[config.mk]
export PLATFORM = sky130hd
export DESIGN_NAME = dmem_port_arbiter
export DESIGN_NICKNAME = d
export VERILOG_FILES = /design/src/rtl/dmem_port_arbiter_pkg.sv /design/src/rtl/dmem_lane_align.sv /design/src/rtl/dmem_port_arbiter.sv
export SDC_FILE = /design/constraint.sdc
export NUM_CORES = 1
export LEC_CHECK = 0
export ABC_AREA = 0
export CORE_UTILIZATION = 40
export CTS_BUF_LIST = sky130_fd_sc_hd__clkbuf_4 sky130_fd_sc_hd__clkbuf_8
export DETAILED_ROUTE_END_ITERATION = 8
export HOLD_SLACK_MARGIN = 0.02
export MAX_ROUTING_LAYER = met4
export PLACE_DENSITY = 0.78
export SLEW_MARGIN = 40
export SYNTH_ARGS = -nofsm -noshare
export SYNTH_HDL_FRONTEND = slang
export SYNTH_HIERARCHICAL = 1
export SYNTH_SLANG_ARGS = --single-unit
[constraint.sdc]
create_clock -name clk -period 2.8 [get_ports clk]
set_clock_uncertainty 0.2 [all_clocks]
set_input_delay 0.42 -clock clk [delete_from_list [all_inputs] [get_ports clk]]
set_output_delay 0.42 -clock clk [all_outputs]
set_load 0.05 [all_outputs]
[src/rtl/dmem_port_arbiter_pkg.sv]
// dmem_port_arbiter_pkg: funct3 codes, FSM encoding, byte-enable constants and access sizing
package dmem_port_arbiter_pkg;
    localparam logic [2:0] F3_LB  = 3'b000;
    localparam logic [2:0] F3_LH  = 3'b001;
    localparam logic [2:0] F3_LW  = 3'b010;
    localparam logic [2:0] F3_LBU = 3'b100;
    localparam logic [2:0] F3_LHU = 3'b101;
    localparam logic [2:0] F3_SB  = 3'b000;
    localparam logic [2:0] F3_SH  = 3'b001;
    localparam logic [2:0] F3_SW  = 3'b010;
    localparam logic [3:0] BE_BYTE = 4'b0001;
    localparam logic [3:0] BE_HALF = 4'b0011;
    localparam logic [3:0] BE_WORD = 4'b1111;
    typedef enum logic [1:0] {
        ST_IDLE     = 2'd0,
        ST_BUSY_IF  = 2'd1,
        ST_BUSY_MEM = 2'd2
    } state_e;
    typedef enum logic [1:0] {
        SZ_BYTE = 2'd0,
        SZ_HALF = 2'd1,
        SZ_WORD = 2'd2
    } size_e;
    // Undefined funct3 codes fall through to a word access.
    function automatic size_e access_size(input logic [2:0] f3, input logic store);
        if (store)
            return f3 == F3_SW ? SZ_WORD : f3 == F3_SB ? SZ_BYTE : f3 == F3_SH ? SZ_HALF : SZ_WORD;
        return f3 == F3_LW ? SZ_WORD : (f3 == F3_LB || f3 == F3_LBU) ? SZ_BYTE :
               (f3 == F3_LH || f3 == F3_LHU) ? SZ_HALF : SZ_WORD;
    endfunction
endpackage

[src/rtl/dmem_lane_align.sv]
// dmem_lane_align: byte enables, store lane replication, load right-alignment and misalignment detect
module dmem_lane_align
    import dmem_port_arbiter_pkg::*;
(
    input  logic [2:0]  type_i,
    input  logic [1:0]  addr_i,
    input  logic        store_i,
    input  logic [31:0] wdata_i,
    input  logic [31:0] rdata_i,
    output logic [3:0]  be_o,
    output logic [31:0] wdata_o,
    output logic [31:0] rdata_o,
    output logic        misaligned_o
);
    size_e size;
    assign size = access_size(type_i, store_i);
    assign be_o = (!store_i || size == SZ_WORD) ? BE_WORD :
                  size == SZ_HALF ? BE_HALF << {addr_i[1], 1'b0} : BE_BYTE << addr_i;
    assign wdata_o = size == SZ_BYTE ? {4{wdata_i[7:0]}} :
                     size == SZ_HALF ? {2{wdata_i[15:0]}} : wdata_i;
    assign rdata_o = rdata_i >> {addr_i, 3'b000};
    assign misaligned_o = size == SZ_HALF ? addr_i[0] : size == SZ_WORD ? |addr_i : 1'b0;
endmodule

[src/rtl/dmem_port_arbiter.sv]
// dmem_port_arbiter: grants IF or MEM-stage requests onto one wait-stated req/ack memory bus,
// MEM first; misaligned MEM accesses complete without a bus cycle.
module dmem_port_arbiter
    import dmem_port_arbiter_pkg::*;
#(
    parameter int ADDR_W = 32,
    parameter int DATA_W = 32
) (
    input  logic              clk,
    input  logic              rst_n,
    input  logic              if_req,
    input  logic [ADDR_W-1:0] if_addr,
    output logic [DATA_W-1:0] if_rdata,
    output logic              if_valid,
    input  logic              mem_req_rd,
    input  logic              mem_req_wr,
    input  logic [ADDR_W-1:0] mem_addr,
    input  logic [DATA_W-1:0] mem_wdata,
    input  logic [2:0]        mem_type,
    output logic [DATA_W-1:0] mem_rdata,
    output logic              mem_done,
    output logic              misaligned,
    output logic              stall_if,
    output logic              stall_mem,
    output logic              bus_req,
    output logic              bus_we,
    output logic [ADDR_W-1:0] bus_addr,
    output logic [DATA_W-1:0] bus_wdata,
    output logic [3:0]        bus_be,
    input  logic [DATA_W-1:0] bus_rdata,
    input  logic              bus_ack
);
    state_e            state_q, state_d;
    logic              bus_req_q, bus_req_d, bus_we_q, bus_we_d;
    logic [ADDR_W-1:0] bus_addr_q, bus_addr_d;
    logic [DATA_W-1:0] bus_wdata_q, bus_wdata_d;
    logic [3:0]        bus_be_q, bus_be_d;
    logic [DATA_W-1:0] if_rdata_q, if_rdata_d, mem_rdata_q, mem_rdata_d;
    logic              if_valid_q, if_valid_d, mem_done_q, mem_done_d, misaligned_q, misaligned_d;
    logic [1:0]        a_q, a_d;
    logic              mem_elig, if_elig, lane_mis;
    logic [3:0]        lane_be;
    logic [31:0]       lane_wdata, lane_rdata;
    // A requester whose completion pulse is still high must not be granted again.
    assign mem_elig = (mem_req_rd | mem_req_wr) & ~mem_done_q;
    assign if_elig  = if_req & ~if_valid_q;
    dmem_lane_align u_lane (
        .type_i       (mem_type),
        .addr_i       (state_q == ST_BUSY_MEM ? a_q : mem_addr[1:0]),
        .store_i      (mem_req_wr),
        .wdata_i      (mem_wdata),
        .rdata_i      (bus_rdata),
        .be_o         (lane_be),
        .wdata_o      (lane_wdata),
        .rdata_o      (lane_rdata),
        .misaligned_o (lane_mis)
    );
    always_ff @(posedge clk or negedge rst_n) begin
        if (!rst_n) begin
            state_q      <= ST_IDLE;
            bus_req_q    <= 1'b0;
            bus_we_q     <= 1'b0;
            bus_addr_q   <= '0;
            bus_wdata_q  <= '0;
            bus_be_q     <= '0;
            if_rdata_q   <= '0;
            mem_rdata_q  <= '0;
            if_valid_q   <= 1'b0;
            mem_done_q   <= 1'b0;
            misaligned_q <= 1'b0;
            a_q          <= '0;
        end else begin
            state_q      <= state_d;
            bus_req_q    <= bus_req_d;
            bus_we_q     <= bus_we_d;
            bus_addr_q   <= bus_addr_d;
            bus_wdata_q  <= bus_wdata_d;
            bus_be_q     <= bus_be_d;
            if_rdata_q   <= if_rdata_d;
            mem_rdata_q  <= mem_rdata_d;
            if_valid_q   <= if_valid_d;
            mem_done_q   <= mem_done_d;
            misaligned_q <= misaligned_d;
            a_q          <= a_d;
        end
    end
    always_comb begin
        state_d      = state_q;
        bus_req_d    = bus_req_q;
        bus_we_d     = bus_we_q;
        bus_addr_d   = bus_addr_q;
        bus_wdata_d  = bus_wdata_q;
        bus_be_d     = bus_be_q;
        if_rdata_d   = if_rdata_q;
        mem_rdata_d  = mem_rdata_q;
        a_d          = a_q;
        if_valid_d   = 1'b0;
        mem_done_d   = 1'b0;
        misaligned_d = 1'b0;
        case (state_q)
            ST_IDLE: begin
                if (mem_elig && lane_mis) begin
                    mem_done_d   = 1'b1;
                    misaligned_d = 1'b1;
                    mem_rdata_d  = '0;
                end else if (mem_elig) begin
                    state_d     = ST_BUSY_MEM;
                    bus_req_d   = 1'b1;
                    bus_we_d    = mem_req_wr;
                    bus_addr_d  = mem_addr & ~ADDR_W'(3);
                    bus_wdata_d = mem_req_wr ? lane_wdata : '0;
                    bus_be_d    = lane_be;
                    a_d         = mem_addr[1:0];
                end else if (if_elig) begin
                    state_d     = ST_BUSY_IF;
                    bus_req_d   = 1'b1;
                    bus_we_d    = 1'b0;
                    bus_addr_d  = if_addr & ~ADDR_W'(3);
                    bus_wdata_d = '0;
                    bus_be_d    = BE_WORD;
                end
            end
            ST_BUSY_IF: begin
                if (bus_ack) begin
                    state_d    = ST_IDLE;
                    bus_req_d  = 1'b0;
                    if_rdata_d = bus_rdata;
                    if_valid_d = 1'b1;
                end
            end
            ST_BUSY_MEM: begin
                if (bus_ack) begin
                    state_d     = ST_IDLE;
                    bus_req_d   = 1'b0;
                    mem_rdata_d = bus_we_q ? mem_rdata_q : lane_rdata;
                    mem_done_d  = 1'b1;
                end
            end
            default: state_d = ST_IDLE;
        endcase
    end
    assign if_rdata   = if_rdata_q;
    assign if_valid   = if_valid_q;
    assign mem_rdata  = mem_rdata_q;
    assign mem_done   = mem_done_q;
    assign misaligned = misaligned_q;
    assign stall_if   = if_req & ~if_valid_q;
    assign stall_mem  = (mem_req_rd | mem_req_wr) & ~mem_done_q;
    assign bus_req    = bus_req_q;
    assign bus_we     = bus_we_q;
    assign bus_addr   = bus_addr_q;
    assign bus_wdata  = bus_wdata_q;
    assign bus_be     = bus_be_q;
endmodule

==> run_results.csv, run 1 <==
group,metric,value,unit
sta,final-hold-violation-count,0,
placement,gp_congestion,0.8262,
layout,antenna_cells_inserted,0,
synthesis,yosysTopAreaCell,"dfrtp_1",
floorplan,std_cell_rows,47,
floorplan,die_w,131.7,µm
sta,slew-limit-headroom,0.5994,
floorplan,ioPinCount,276,
synthesis,synthesis.area,6726,µm²
layout,layout_commonest_cell,"clkdlybuf4s50_1",
floorplan,core_area,16520,µm²
synthesis,synth.distinct_cells,42,
synthesis,synth.yosys.seq_area_share,0.5171,
worst_setup_path,critical_path_class,"flip-flop to flip-flop",
sta,slew_viol_final,0,
cts,clk_pin_slew,0.08,ns
synthesis,ys_warn_count,6,
synthesis,netlist.area_leader.share,0.5171,
worst_setup_path,endpoint_kind,"flip-flop",
cts,cts-htree-levels,4,
synthesis,synth.avg_cell_area,10.63,µm²
global_route,maximum_number_of_pins_on_one_net_before_global_route_repair,57,
global_route,grt_first_pass_wirelength,32190,µm
pwr,max-vdd-ir-drop,809.0,µV
global_route,globalRoute.busiestLayer,"met2",
worst_setup_path,cp_data_required_time,2.96,ns
layout,p_r_area_growth_vs_syn,52.72,%
synthesis,synth.ff_latch_count,139,
routing,dr_total_vias,5912,
cts,clkSinkCount,139,
synthesis,synthTopCellsByArea,"dfrtp_1, mux2_2, nand2_1, mux2i_1, o21ai_0",
routing,postRouteAntennaNets,0,
pwr,leakagePower,0.004332,µW
sta,min_cycle_time_layout,2.607,ns
routing,route.detailed.vias_per_inst,5.218,
routing,drt_pass1_iterations,5,
cts,numCtsBuffers,17,
sta,setup_total_negative_slack,0,ns
global_route,number_of_antenna_violations_at_the_first_check_in_global_routing,0,
cts,cts_root_buffer,"clkbuf_8",
global_route,grt.met3_usage,0.07292,
sta,final_min_period_over_clock_period,0.9309,
placement,dpl.hpwl,14380,µm
layout,finalNetCount,1041,
synthesis,asr_flop_ratio_synth,1.000,
layout,layout.cells.most_common_list,"clkdlybuf4s50_1, dfrtp_1, nand2_1",
worst_setup_path,critPathMaxStageDelay,0.41,ns
routing,drc_errors_left,0,
global_route,first_global_vias,5893,
routing,wl_per_cell,18.12,µm
placement,io_buffers,271,
sta,fmax,383.6,MHz
cts,clock_latency_on_the_worst_skew_pair,0.44,ns
cts,cts_max_path_buffers,2,
floorplan,die-height,131.7,µm
synthesis,synthesis.instances,633,
worst_setup_path,timing.rr.start,"state_q[0]",
sta,slew_of_the_pin_with_the_lowest_slew_margin,0.5990,ns
pwr,power_per_cell_area,1331,nW/µm²
layout,layout_cell_share_with_drive_strength_beyond_1,0.1621,
job,timing.max_cap.violations,0,
synthesis,synth_enable_flop_cells,0,
worst_setup_path,arrival,2.77,ns
global_route,grt_util_all_layers,0.2456,
worst_setup_path,critical_path.startpoint_type,"flip-flop",
cts,tritoncts,"done",
worst_setup_path,regToRegSetupSlack,0.19,ns
worst_setup_path,cp_cell_sequence,"inv_1, ha_2, mux2_2, nor2_2, a21oi_2, nand2b_2, mux2i_4, buf_4, buf_12, nor2_1, a31oi_1",
sta,final.hold.worst_slack,0.3069,ns
synthesis,synth_top_flop_cell,"dfrtp_1",
worst_setup_path,r2r-end,"bus_addr[30]",
outcome,status,"completed",
worst_setup_path,reg2reg_depth,11,
worst_setup_path,cpMaxStageDelayCell,"dfrtp_1",
routing,initialDrtViolationCount,366,
sta,grt_setup_unrepaired,"false",
sta,setup_viol_count_final,0,
floorplan,initial_cell_density_of_the_core,0.4071,
global_route,globalRouteOverflowTotal,0,
routing,wl,20530,µm
global_route,globalRouteMet2Util,0.3904,
worst_hold_path,min_path_type,"input port to async pin",
global_route,grt_util_met1,0.3035,
worst_setup_path,critical_path.max_fanout,32,
floorplan,design.die.area,17340,µm²
kinds of logic after synthesis:
group	share of synthesized area
and+or+nand+nor	0.1008
buffers and inverters	0.05320
adders and majority gates	0.005581
muxes	0.1648
DFF	0.5171
other	0.0005575
AOI/OAI and AO/OA	0.1579
worst max path at each step:
stage           startpoint            end  cells after the start
2_1_floorplan   state_q[0]   bus_wdata[2]                     14
3_3_place_gp   mem_addr[0]  bus_wdata[30]                      9
3_5_place_dp   mem_addr[0]   bus_addr[30]                      9
4_1_cts         state_q[0]   bus_addr[30]                     10
5_1_grt         state_q[0]   bus_addr[27]                     11
6_report        state_q[0]   bus_addr[30]                     11
synth_stat cells (all sizes together) (2+ instances only):
cell	n
o2bb2ai	8
nand2	96
clkbuf	18
nor2b	4
a31oi	31
o21ai	71
nor3b	2
and2	8
buf	39
o22ai	4
inv	8
dfrtp	139
mux2i	33
nor2	46
ha	3
a21oi	7
nand2b	2
mux2	68
a22o	33
where the power goes:
part / internal (µW) / total, µW / switching (µW)
Combinational: 2950 / 8260 / 5310
Clock: 1210 / 2010 / 800
Sequential: 2910 / 3400 / 490
area by class of cell:
| cell class | count | area [µm²] |
|---|---|---|
| inverters | 8 | 30.03 |
| clock buffers | 20 | 269.0 |
| well taps | 220 | 275.3 |
| repair buffers | 305 | 3072 |
| multi-input cells | 430 | 2933 |
| fillers | 1366 | 6252 |
| flip-flops and latches | 139 | 3478 |
| clock inverters | 11 | 215.2 |
state kept, by name (all words and copies together) (netlist names):
signal,cells
bus_wdata,32
if_rdata,32
mem_rdata,32
bus_addr,30
bus_be,4
a_q,2
state_q,2
bus_req,1
bus_we,1
if_valid,1
mem_done,1
misaligned,1
per-layer routing:
metal | up-vias | wire [µm]
met4 | 0 | 333
met3 | 24 | 1442
li1 | 2762 | -
met5 | - | 0
met2 | 241 | 9934
met1 | 2885 | 8820
through the flow:
| step | cells | total power (µW) | util | setup WS (ns) | instance area [µm²] |
|---|---|---|---|---|---|
| finish | 1133 | 13670 | 0.6216 | 0.1934 | 10270 |
| global route | 1133 | 14320 | 0.6216 | 0.01306 | 10270 |
| CTS | 1128 | 13650 | 0.6180 | 0.08688 | 10210 |
| detailed placement | 1096 | 11590 | 0.5881 | 0.06273 | 9718 |
| global placement | 1096 | 11470 | 0.5881 | 0.1212 | 9718 |
| floorplan | 634 | 8744 | - | 0.02521 | 6750 |
critical path: cells and delay by family, from the launching register on:
| family | cells | cell delay (ns) |
|---|---|---|
| AOI/OAI and AO/OA | 2 | 0.20 |
| buffers and inverters | 3 | 0.41 |
| DFF | 1 | 0.41 |
| muxes | 2 | 0.59 |
| adders and majority gates | 1 | 0.21 |
| and+or+nand+nor | 3 | 0.50 |
timing repair:
action,CTS,global route
hold endpoints to repair,53,0
setup buffers,0,4
gates resized for setup,0,2
endpoints found under the setup margin,0,63
hold buffers,1,0
(Power assumes the default switching activity.)
==> run 2: changes to the inputs <==
- CAP_MARGIN: default -> 0
==> results of run 2 <==
The final DEF is identical to that of run 1; final timing and power are the same.
